$ cat src/rtl/muldiv_seq.sv
// Sequencer for the multi-cycle multiply/divide unit: launches mult or div,
// times the fixed latency, then commits HI/LO in one cycle (Moore outputs).
module muldiv_seq #(
    parameter int MULT_CYCLES = 32,
    parameter int DIV_CYCLES  = 32,
    parameter int CNT_W       = 6
) (
    input  logic clk,
    input  logic reset,
    input  logic start,
    input  logic op_div,
    input  logic b_is_zero,
    input  logic abort,
    output logic init_mult,
    output logic init_div,
    output logic hilo_sel,
    output logic hi_write,
    output logic lo_write,
    output logic busy,
    output logic done,
    output logic div0_exc,
    output logic cause_write
);

    typedef enum logic [2:0] {
        S_IDLE,
        S_LAUNCH,
        S_RUN,
        S_WRITE,
        S_EXC
    } state_t;

    localparam logic [CNT_W-1:0] MULT_LOAD = CNT_W'(MULT_CYCLES - 1);
    localparam logic [CNT_W-1:0] DIV_LOAD  = CNT_W'(DIV_CYCLES - 1);

    state_t           r_state;
    state_t           w_state_nxt;
    logic [CNT_W-1:0] r_cnt;
    logic [CNT_W-1:0] w_cnt_nxt;
    // Holds ~op_q directly, so reset gives hilo_sel = 0 and the op is recovered by inversion.
    logic             r_hilo_sel;
    logic             w_hilo_sel_nxt;

    always_ff @(posedge clk) begin
        if (!reset) begin
            r_state    <= S_IDLE;
            r_cnt      <= '0;
            r_hilo_sel <= 1'b0;
        end else begin
            r_state    <= w_state_nxt;
            r_cnt      <= w_cnt_nxt;
            r_hilo_sel <= w_hilo_sel_nxt;
        end
    end

    always_comb begin
        w_state_nxt    = r_state;
        w_cnt_nxt      = r_cnt;
        w_hilo_sel_nxt = r_hilo_sel;
        case (r_state)
            S_IDLE: begin
                if (start && !abort) begin
                    if (op_div && b_is_zero) begin
                        w_state_nxt = S_EXC;
                    end else begin
                        w_state_nxt    = S_LAUNCH;
                        w_hilo_sel_nxt = ~op_div;
                    end
                end
            end
            S_LAUNCH: begin
                if (abort) begin
                    w_state_nxt = S_IDLE;
                end else begin
                    w_cnt_nxt   = r_hilo_sel ? MULT_LOAD : DIV_LOAD;
                    w_state_nxt = S_RUN;
                end
            end
            S_RUN: begin
                if (abort) begin
                    w_state_nxt = S_IDLE;
                end else if (r_cnt == '0) begin
                    w_state_nxt = S_WRITE;
                end else begin
                    w_cnt_nxt = r_cnt - CNT_W'(1);
                end
            end
            S_WRITE:  w_state_nxt = S_IDLE;
            S_EXC:    w_state_nxt = S_IDLE;
            default:  w_state_nxt = S_IDLE;
        endcase
    end

    always_comb begin
        init_mult   = (r_state == S_LAUNCH) &&  r_hilo_sel;
        init_div    = (r_state == S_LAUNCH) && !r_hilo_sel;
        hilo_sel    = r_hilo_sel;
        busy        = (r_state != S_IDLE);
        hi_write    = (r_state == S_WRITE);
        lo_write    = (r_state == S_WRITE);
        done        = (r_state == S_WRITE);
        div0_exc    = (r_state == S_EXC);
        cause_write = (r_state == S_EXC);
    end

endmodule
$ cat config.mk
export PLATFORM = sky130hd
export DESIGN_NAME = muldiv_seq
export DESIGN_NICKNAME = d
export VERILOG_FILES = /design/src/rtl/muldiv_seq.sv
export SDC_FILE = /design/constraint.sdc
export NUM_CORES = 1
export LEC_CHECK = 0
export BUFFER_PORTS_ARGS = -buffer_cell sky130_fd_sc_hd__buf_4
export CAP_MARGIN = 0
export CELL_PAD_IN_SITES_DETAIL_PLACEMENT = 1
export CELL_PAD_IN_SITES_GLOBAL_PLACEMENT = 2
export CORE_MARGIN = 5
export CORE_UTILIZATION = 30
export CTS_CLUSTER_DIAMETER = 60
export DETAILED_ROUTE_END_ITERATION = 8
export PLACE_DENSITY_LB_ADDON = 0.1
export SYNTH_ARGS = -nofsm -noshare
export SYNTH_HDL_FRONTEND = slang
export SYNTH_SLANG_ARGS = --single-unit
$ cat constraint.sdc
create_clock -name clk -period 4.13 [get_ports clk]
set_clock_uncertainty 0.05 [all_clocks]
set_input_delay 0.413 -clock clk [delete_from_list [all_inputs] [get_ports clk]]
set_output_delay 0.413 -clock clk [all_outputs]
set_load 0.1 [all_outputs]
* Word-level counts from Yosys, hierarchy flattened
Cells that the tools add are included.
** Word-level totals
- Bits in registers :: 10
- Word-level logic and storage cells :: 38
** Operators by class
- $add $sub $neg :: 1
- Equality and inequality tests :: 9
- Muxes and demuxes :: 10
- Bitwise operators :: 2
- Reductions and logical operators :: 13
** Operators with widths (count)
- 6-bit 2-to-1 mux :: 3
- 3-bit 2-to-1 mux :: 4
- 6-bit case mux with 2 select lines :: 1
- 3-bit case mux with 3 select lines :: 1
- 2-bit inequality test, second input constant :: 4
- 3-bit by 2-bit equality test with 1-bit output, second input constant :: 2
- 6-bit logical NOT :: 1
- 6-bit by 1-bit subtractor with 6-bit output, second input constant :: 1
- 1-bit logical AND :: 4
- 4-bit AND reduction :: 1
- 3-bit by 1-bit equality test with 1-bit output, second input constant :: 1
- 3-bit equality test, second input constant :: 1
- 3-bit logical NOT :: 1
- 3-bit inequality test, second input constant :: 1
- 3-bit AND reduction :: 1
- 3-bit nonzero test :: 1
- 1-bit logical NOT :: 2
- 2-bit 2-to-1 mux :: 1
- 1-bit inverter :: 2
- 2-bit AND reduction :: 1
- 2-bit nonzero test :: 1

* Longest topological paths before layout
Gate-level depths: netlist (run 1).
- Depth after elaboration :: 4
- Mapped depth :: 6
- Gate-level depth less buffers :: 6

* Worst setup path before layout (run 1)
No wires, ideal clock.
- Path kind :: register to output
- Start :: reg r_state[2]
- End :: out div0_exc
- Arrival :: 3269 ps
- Required time :: 3667 ps
- Path slack :: 398 ps
- Stages on the path, launching flop included :: 3
- Path buffers :: 1
- Cells stage by stage :: dfxtp_1 nor3b_1 buf_4
** On the way
- Word-level cells in the longest chain between the ends :: 1
** Ends and longest elaborated chain
- start, declared :: RTL line 36 : state_t r_state;
- start signal, assigned :: RTL line 50 : r_state <= w_state_nxt;
- 3-bit equality test
- end, declared :: RTL line 21 : output logic div0_exc,
No other way between the ends.

* Final worst setup path (run 1)
- Start :: reg r_state[0]
- End :: out init_div
** On the way
- Word-level cells in the longest chain between the ends :: 2
** Ends and longest elaborated chain
- 3-bit by 1-bit equality test with 1-bit output :: RTL line 96 : init_div = (r_state == S_LAUNCH) && !r_hilo_sel;
- 1-bit logical AND :: RTL line 96
- end, declared :: RTL line 15 : output logic init_div,
No other way between the ends.

==> flow_summary.toml, run 1 <==
[outcome]
status = "finished, final reports clean"

[synthesis]
avgSynthCellArea_um2 = 8.65
synth_cell_types = 29
ys_seq_elements = 10
netlist_instances = 67
syn-cell-area_um2 = 579
ys_seq_area_share_pct = 34.6
synth_nets = 75
ys.warnings.count = 0

[final_layout]
layoutNonFillerInstCount = 107
nets = 91
nFillCells = 222
layout.cells.most_common = "buf_4"
antenna_cells = 0
area_growth_pct = 25.9
final_cell_mix = "buf_4 (14), dfxtp_1 (10), nor2_1 (8), nor3_1 (7), nand2_1 (5)"
drive_gt1_share_pct = 30.5
finalInstanceArea_um2 = 729
utilization_pct = 40.9

[floorplan]
pin_count = 15
die_x_um = 53.9
core-area_mm2 = 0.00178
num_rows = 15
die-area_mm2 = 0.00291
start_util_pct = 32.5
die_h_um = 53.9

[global_routing]
antenna_found_initial = 0
grt_start_max_net_pins = 9
grt_usage_pct = 12.6
overflow = 0
grt_pass1_wl_um = 2570
first_global_vias = 565

[setup_path]
path_cells = "or3b_2 > nor2_1 > buf_4"
critPathSlowestCell = "or3b_2"
r2r_slack_ns = 2.29
crit_path_end_kind = "output pin"
worstReg2RegStart = "r_cnt[0]"
path_class = "reg -> out"
slowest_delay_ns = 0.51
r2r-end = "r_cnt[0]"
cp_max_fo = 6
r2r.worst_path.cells = 6
crit_path_start_kind = "flop"
worstPathArrival_ns = 1.62
required_ns = 3.67

[sta]
min_period_over_period_pct = 50.5
max_freq_ghz = 0.480
slew_headroom_pct = 71.3
setup-violations-final = 0
fin_setup_tns_ns = 0
period_needed_ns = 2.09
tightest_slew_ns = 0.429
hold_ws_ns = 0.367
rsz0062_at_grt = "false"
final_max_slew_viol_count = 0
hold_viol = 0

[drt]
num_vias = 546
antenna_left = 0
drtPass1Iterations = 2
wl_per_cell_um = 12.8
drt-initial-drc-count = 2
wirelength_um = 1370
viasPerCell = 5.10
drc_errors = 0

[clock_tree]
clock-sinks = 10
clkLatencyLatePin_ns = 0.27
cts_tree = "built"
cts.htree.levels = 1
clkSlewWorstSetupHoldPaths_ns = 0.07
clock_tree.buffer_depth = 2
hold_buffers = 0
post_cts_buffers = 0
post_cts_resized = 0
cts-root-buf = "clkbuf_4"
numCtsBuffers = 3

[power_and_ir_drop]
power.density_mw_per_mm2 = 350
p_leak_nw = 0.306
vdd_drop_max_uv = 141

[min_path]
worstHoldPathType = "in -> reg"
min_to = "r_state[2]"
hold_path_startpoint = "op_div"
hold-path-cell-count = 3

[placed_design]
place_inst = 103
dp_hpwl_um = 1070
place.port_buffers = 14
gp_congestion = 0.722
placed_cell_area_um2 = 693

[flow_run]
max-cap-violations = 0
-- cell families (layout without fill, tap and decap cells) --
family | Yosys count | in the layout | synth area share [%]
AND/OR/NAND/NOR | 34 | 34 | 35.0
AO/OA/AOI/OAI | 13 | 13 | 18.1
adder cells (fa/ha/maj) | 2 | 2 | 4.32
flip-flops | 10 | 10 | 34.6
buffers and inverters | 7 | 22 | 6.48
XOR/XNOR | 1 | 1 | 1.51
-- worst max-delay path by stage --
| stage | from | to | slack [ns] |
|---|---|---|---|
| 6_report | r_state[0] | init_div | 2.04 |
| 5_1_grt | r_state[0] | init_mult | 1.94 |
| 4_1_cts | r_state[0] | init_div | 2.02 |
| 3_5_place_dp | r_cnt[0] | r_cnt[0] | 2.29 |
| 3_3_place_gp | r_cnt[0] | r_cnt[0] | 2.31 |
| 2_1_floorplan | r_state[2] | div0_exc | 0.40 |
-- per-layer routing --
metal  wire length [um]  GRT usage, %  part of all wire, %
met3                134          6.09                  9.8
met4                 13          5.11                 0.95
met5                  0             0                    0
met2                652          21.8                   48
met1                568          12.8                   42
-- Yosys cell counts --
library cell / count / share of area (%)
a21boi_0: 2 / 2.6
a21oi_1: 1 / 0.86
a22oi_1: 1 / 1.3
a31oi_1: 1 / 1.1
and3b_1: 1 / 1.5
buf_4: 3 / 3.9
dfxtp_1: 10 / 35
ha_1: 2 / 4.3
inv_1: 4 / 2.6
nand2_1: 5 / 3.2
nand3_1: 1 / 0.86
nand4_1: 1 / 1.1
nor2_1: 8 / 5.2
nor2b_1: 2 / 2.2
nor3_1: 7 / 6.0
nor3b_1: 2 / 2.6
nor4b_4: 1 / 4.1
o211a_1: 1 / 1.7
o21a_1: 1 / 1.3
o21ai_0: 2 / 1.7
o311a_2: 1 / 1.9
o31a_4: 1 / 3.0
o31ai_1: 2 / 2.6
or2_1: 1 / 1.1
or2_2: 1 / 1.1
or3_1: 1 / 1.1
or3b_2: 2 / 3.0
or3b_4: 1 / 1.9
xor2_1: 1 / 1.5
-- critical path, delay by kind of cell (launching register included) --
kind	cells	cell delay (ns)
buffers and inverters	1	0.29
flip-flops	1	0.44
AND/OR/NAND/NOR	2	0.62
-- sequential cells by signal, summed over array words and instances (netlist names) --
register and flops:
hilo_sel 1, r_cnt 6, r_state 3
-- final cells by class --
class | instances | area [um^2] | share of cell area [%]
clock buffers | 4 | 36.3 | 4.97
flip-flops and latches | 10 | 200 | 27.4
well taps | 25 | 31.3 | 4.29
inverters | 4 | 15.0 | 2.06
multi-input cells | 50 | 342 | 46.8
repair buffers | 14 | 105 | 14.4
-- power by group --
part	internal [mW]	total [mW]	switching [mW]
logic	0.0190	0.0597	0.0406
registers	0.101	0.107	0.00584
clock network	0.0536	0.0894	0.0358
-- metrics by stage --
stage	worst slack, ns	total power [mW]
global route	1.94	0.272
global placement	2.31	0.168
CTS	2.02	0.262
finish	2.04	0.256
detailed placement	2.29	0.169
floorplan	0.398	0.153
(Power assumes the default switching activity.)
==> inputs of run 2 (changes only) <==
--- a/config.mk
+++ b/config.mk
@@ -10,7 +10,7 @@
 export CELL_PAD_IN_SITES_DETAIL_PLACEMENT = 1
 export CELL_PAD_IN_SITES_GLOBAL_PLACEMENT = 2
 export CORE_MARGIN = 5
-export CORE_UTILIZATION = 30
+export CORE_UTILIZATION = 26
 export CTS_CLUSTER_DIAMETER = 60
 export DETAILED_ROUTE_END_ITERATION = 8
 export PLACE_DENSITY_LB_ADDON = 0.1
==> constraint.sdc (replaced) <==
create_clock -name clk -period 1.8 [get_ports clk]
set_clock_uncertainty 0.05 [all_clocks]
set_input_delay 0.18 -clock clk [delete_from_list [all_inputs] [get_ports clk]]
set_output_delay 0.18 -clock clk [all_outputs]
set_load 0.1 [all_outputs]
==> run 2 against run 1 <==
  * Power rose by 120%
  * Non-clock buffer count up 9
  * Count of clock-buffer cells in the layout decreased by 1
  * Critical path depth increased by 3
  * Sequential power increased by 130%
  * Critical endpoint is now r_cnt[0]
  * Highest routed layer unchanged
==> flow_summary.toml, run 2 (synthesis results as in run 1) <==
[global_routing]
grt_use_met2_pct = 17.8
antenna_found_initial = 0
use_met3_pct = 2.04
grt_busiest_layer = "met2"
grt_pass1_wl_um = 2490
grt_usage_pct = 9.82
use_met1_pct = 10.7
overflow = 0
first_global_vias = 558
grt_start_max_net_pins = 9

[drt]
wl_per_cell_um = 12.9
drc_errors = 0
drtPass1Iterations = 2
viasPerCell = 4.71
drt-initial-drc-count = 6
wirelength_um = 1530
antenna_left = 0
num_vias = 556

[floorplan]
start_util_pct = 26.7
pin_count = 15
die_x_um = 57.2
die-area_mm2 = 0.00327
die_h_um = 57.2
num_rows = 17
core-area_mm2 = 0.00217

[sta]
hold_viol = 0
hold_ws_ns = 0.141
setup-violations-final = 0
fin_setup_tns_ns = 0
period_needed_ns = 1.77
rsz0062_at_grt = "true"
min_period_over_period_pct = 98.6
max_freq_ghz = 0.564
tightest_slew_ns = 0.383
final_max_slew_viol_count = 0
slew_headroom_pct = 74.3

[final_layout]
area_growth_pct = 45.4
antenna_cells = 0
largest_reg_flops = 6
regMostFlops = "r_cnt"
final_cell_mix = "buf_4 (21), nor3_1 (6), nor2_1 (6), dfxtp_1 (6), nand2_1 (5)"
nets = 100
layoutNonFillerInstCount = 118
finalInstanceArea_um2 = 842
drive_gt1_share_pct = 48.9
layout.cells.most_common = "buf_4"

[setup_path]
path_class = "reg -> reg"
cp_max_fo = 5
path_cells = "inv_2 > ha_1 > or3b_4 > o31a_4 > or2_1 > o211a_1"
crit_path_start_kind = "flop"
required_ns = 1.91
worstPathArrival_ns = 1.89
crit_path_end_kind = "flop"
slowest_delay_ns = 0.38
critPathSlowestCell = "or3b_4"

[clock_tree]
clkSlewWorstSetupHoldPaths_ns = 0.07
numCtsBuffers = 3
clock-sinks = 10
clkLatencyLatePin_ns = 0.26
cts-root-buf = "clkbuf_4"
cts_tree = "built"
clock_tree.buffer_depth = 2
hold_buffers = 0
cts.htree.levels = 1

[placed_design]
place.port_buffers = 14
placed_cell_area_um2 = 763
dp_hpwl_um = 1190
place_inst = 111
gp_congestion = 0.746

[power_and_ir_drop]
vdd_drop_max_uv = 387
pwr-share-seq_pct = 43.2
fin_total_pwr_uw = 570
pwr-share-comb_pct = 29.0
switchingPower_uw = 197
switching_share_pct = 34.6
p_int_uw = 373
p_leak_nw = 0.356
clkPwrFrac_pct = 27.8
power.density_mw_per_mm2 = 676

[outcome]
status = "finished, final reports clean"

[min_path]
worstHoldPathType = "in -> reg"

[flow_run]
max-cap-violations = 0
run 2: timing repair:
| action | 4_1_cts | 5_1_grt |
|---|---|---|
| endpoints found under the setup margin | 3 | 4 |
| pin swaps | 1 | 0 |
| gates resized for setup | 8 | 3 |
| buffers inserted | 1 | 3 |
run 2: layout make-up:
class | instances | area [um^2]
clock buffers | 3 | 22.5
well taps | 28 | 35.0
fillers | 259 | 1330
flip-flops and latches | 10 | 205
inverters | 4 | 15.0
multi-input cells | 50 | 377
repair buffers | 23 | 188
run 2: worst paths after layout:
| kind | start | endpoint | cells after the start | slack (ns) |
|---|---|---|---|---|
| worst max register to register | r_cnt[1] | r_cnt[0] | 6 | 0.03 |
| worst min-delay path | op_div | r_state[2] | 3 | 0.14 |
| worst max-delay path | r_cnt[1] | r_cnt[0] | 6 | 0.03 |
| worst min register to register | hilo_sel | hilo_sel | 2 | 0.48 |
run 2: critical path: cells and delay by family (launching register included):
family / cells / cell delay [ns]
compound gates: 2 / 0.50
flops: 1 / 0.33
simple gates: 2 / 0.61
buf+inv: 1 / 0.06
fa+ha+maj: 1 / 0.12
run 2: through the flow:
stage	utilization (%)	setup slack [ns]
floorplan	-	-0.161
CTS	37.5	0.0116
global placement	35.2	0.00913
detailed placement	35.2	-0.0156
global route	38.8	-0.0422
finish	38.8	0.0254
run 2: per-layer routing:
layer | up-vias | part of all wire, %
met4 | 0 | 1.0
met1 | 261 | 43
met3 | 2 | 3.2
met2 | 8 | 53
met5 | - | 0
li1 | 285 | -
run 2: power by group through the flow:
stage	sequential [mW]	clock [mW]	combinational, mW
2_1_floorplan	0.258	0	0.0995
3_3_place_gp	0.251	0	0.152
3_5_place_dp	0.251	0	0.154
4_1_cts	0.246	0.164	0.161
5_1_grt	0.248	0.172	0.178
6_report	0.246	0.158	0.165
==> inputs of run 3 (changes only) <==
--- a/config.mk
+++ b/config.mk
@@ -5,12 +5,14 @@
 export SDC_FILE = /design/constraint.sdc
 export NUM_CORES = 1
 export LEC_CHECK = 0
+export ABC_AREA = 1
 export BUFFER_PORTS_ARGS = -buffer_cell sky130_fd_sc_hd__buf_4
 export CAP_MARGIN = 0
 export CELL_PAD_IN_SITES_DETAIL_PLACEMENT = 1
 export CELL_PAD_IN_SITES_GLOBAL_PLACEMENT = 2
+export CORE_ASPECT_RATIO = 1.25
 export CORE_MARGIN = 5
-export CORE_UTILIZATION = 26
+export CORE_UTILIZATION = 28
 export CTS_CLUSTER_DIAMETER = 60
 export DETAILED_ROUTE_END_ITERATION = 8
 export PLACE_DENSITY_LB_ADDON = 0.1
==> constraint.sdc (replaced) <==
create_clock -name clk -period 2.2 [get_ports clk]
set_clock_uncertainty 0.05 [all_clocks]
set_input_delay 0.22 -clock clk [delete_from_list [all_inputs] [get_ports clk]]
set_output_delay 0.22 -clock clk [all_outputs]
set_load 0.1 [all_outputs]
==> run 3 against run 2 <==
  * Register-to-register slack better by 0.83 ns
  * Critical path depth is 2 lower
  * Sequential power is 17% lower
  * Flip-flop and latch count stayed put
  * Worst setup slack better by 0.65 ns
  * Global-route usage is 2.0 points higher
  * First-iteration DRC count is 17% lower
  * Largest cell class unchanged
==> flow_summary.toml, run 3 <==
[final_layout]
nFillCells = 270
layoutNonFillerInstCount = 124
regMostFlops = "r_cnt"
largest_reg_flops = 6
utilization_pct = 36.6
seq_area_um2 = 200
drive_gt1_share_pct = 26.9
nets = 114
area_growth_pct = 24.1
antenna_cells = 0
multi_input_area_um2 = 329
layout.cells.most_common = "nand2_1"
final_cell_mix = "nand2_1 (15), nor2_1 (14), buf_4 (14), inv_1 (13)"

[clock_tree]
cts-root-buf = "clkbuf_4"
hold_buffers = 0
clock_tree.buffer_depth = 2
post_cts_buffers = 0
cts.htree.levels = 1
clkSlewWorstSetupHoldPaths_ns = 0.07
clkLatencyLatePin_ns = 0.27
post_cts_resized = 0
cts_tree = "built"
clock-sinks = 10
numCtsBuffers = 3

[synthesis]
synth_nets = 98
ys.warnings.count = 0
synthFlopType = "dfxtp_1"
ys_seq_elements = 10
synth.top_cell.area_share_pct = 33.8
synth_cell_types = 20
netlist_top_cells_area = "dfxtp_1 (34%), nor2_1 (11%), nand2_1 (9.5%)"
synthTopCellsByCount = "nor2_1 (17), nand2_1 (15), inv_1 (13), dfxtp_1 (10), nand3_1 (10)"
syn-cell-area_um2 = 592
ys_async_sr_fraction_pct = 0
netlist_instances = 90
yosys.area.top_type = "dfxtp_1"
synth_edf_count = 0
avgSynthCellArea_um2 = 6.58
ys_seq_area_share_pct = 33.8
yosysMostFrequentCell = "nor2_1"

[setup_path]
crit_path_end_kind = "output pin"
crit_path_start_kind = "flop"
critPathSlowestCell = "dfxtp_1"
worstPathArrival_ns = 1.25
cp_max_fo = 4
slowest_delay_ns = 0.35
startpoint = "r_state[2]"
r2r.worst_path.cells = 7
path_class = "reg -> out"
worstReg2RegStart = "r_cnt[0]"
required_ns = 1.93
path_cells = "inv_1 > nand3_2 > nor2_2 > buf_4"

[global_routing]
antenna_found_initial = 0
grt_pass1_wl_um = 2680
grt_start_max_net_pins = 8
overflow = 0
grt_usage_pct = 11.8
first_global_vias = 651

[power_and_ir_drop]
power.density_mw_per_mm2 = 670
vdd_drop_max_uv = 252
p_leak_nw = 0.342

[sta]
max_freq_ghz = 0.657
final_max_slew_viol_count = 0
slew_headroom_pct = 81.5
rsz0062_at_grt = "false"
fin_ws_ns = 0.678
hold_viol = 0
hold_ws_ns = 0.141
tightest_slew_ns = 0.279
min_period_over_period_pct = 69.2
period_needed_ns = 1.52
setup-violations-final = 0
fin_setup_tns_ns = 0

[placed_design]
post-place-ws_ns = 0.876
dp_hpwl_um = 1260
gp_congestion = 0.751
place_inst = 121
place.port_buffers = 14

[floorplan]
die_x_um = 51.1
pin_count = 15
start_util_pct = 29.5
die_h_um = 61.4
die-area_mm2 = 0.00314
core-area_mm2 = 0.00200
num_rows = 18

[min_path]
hold_path_startpoint = "reset"
hold-path-cell-count = 3
worstHoldPathType = "in -> reg"

[drt]
drc_errors = 0
num_vias = 615
wirelength_um = 1500
antenna_left = 0
drt-initial-drc-count = 5
wl_per_cell_um = 12.1
viasPerCell = 4.96
drtPass1Iterations = 2

[flow_run]
max-cap-violations = 0

[outcome]
status = "finished, final reports clean"
==> run 3: cell type report <==
class                      count  area share, %
multi-input combinational     63           44.8
sequential                    10           27.3
timing repair buffer          14           14.3
inverter                      14           7.16
tap                           20           3.41
clock buffer                   3           3.07
==> run 3: path summary, 6_finish.rpt <==
check | end | slack [ns]
hold / removal | hilo_sel | 0.14
hold reg to reg | r_cnt[1] | 0.47
setup reg to reg | r_cnt[0] | 0.86
setup / recovery | init_div | 0.68
==> run 3: worst max-delay path, delay by kind of cell (launching register included) <==
kind	cells	cell delay, ns
buffers and inverters	2	0.40
flip-flops	1	0.35
AND/OR/NAND/NOR	2	0.23
==> run 3: where the power goes <==
part / internal (mW) / switching, mW
logic: 0.0439 / 0.112
clock network: 0.0634 / 0.0674
registers: 0.193 / 0.0123
==> run 3: routing by layer <==
layer / global-route usage, % / part of all wire [%] / vias to the layer above
met2: 23.8 / 53 / 14
met3: 2.42 / 6.2 / 5
li1: - / - / 314
met4: 8.08 / 2.9 / 0
met5: 0 / 0 / -
met1: 10.3 / 38 / 282
==> run 3: cells by family after synthesis <==
kind of cell / Yosys count / synth area share (%)
buffers and inverters: 17 / 12.7
AND/OR/NAND/NOR: 52 / 41.2
adder cells (fa/ha/maj): 2 / 4.23
AO/OA/AOI/OAI: 9 / 8.03
flip-flops: 10 / 33.8
==> run 3: per-stage QoR <==
stage,area [um^2],total power [mW]
2_1_floorplan,604,0.329
6_report,734,0.492
3_5_place_dp,712,0.367
4_1_cts,734,0.494
5_1_grt,734,0.525
3_3_place_gp,712,0.367
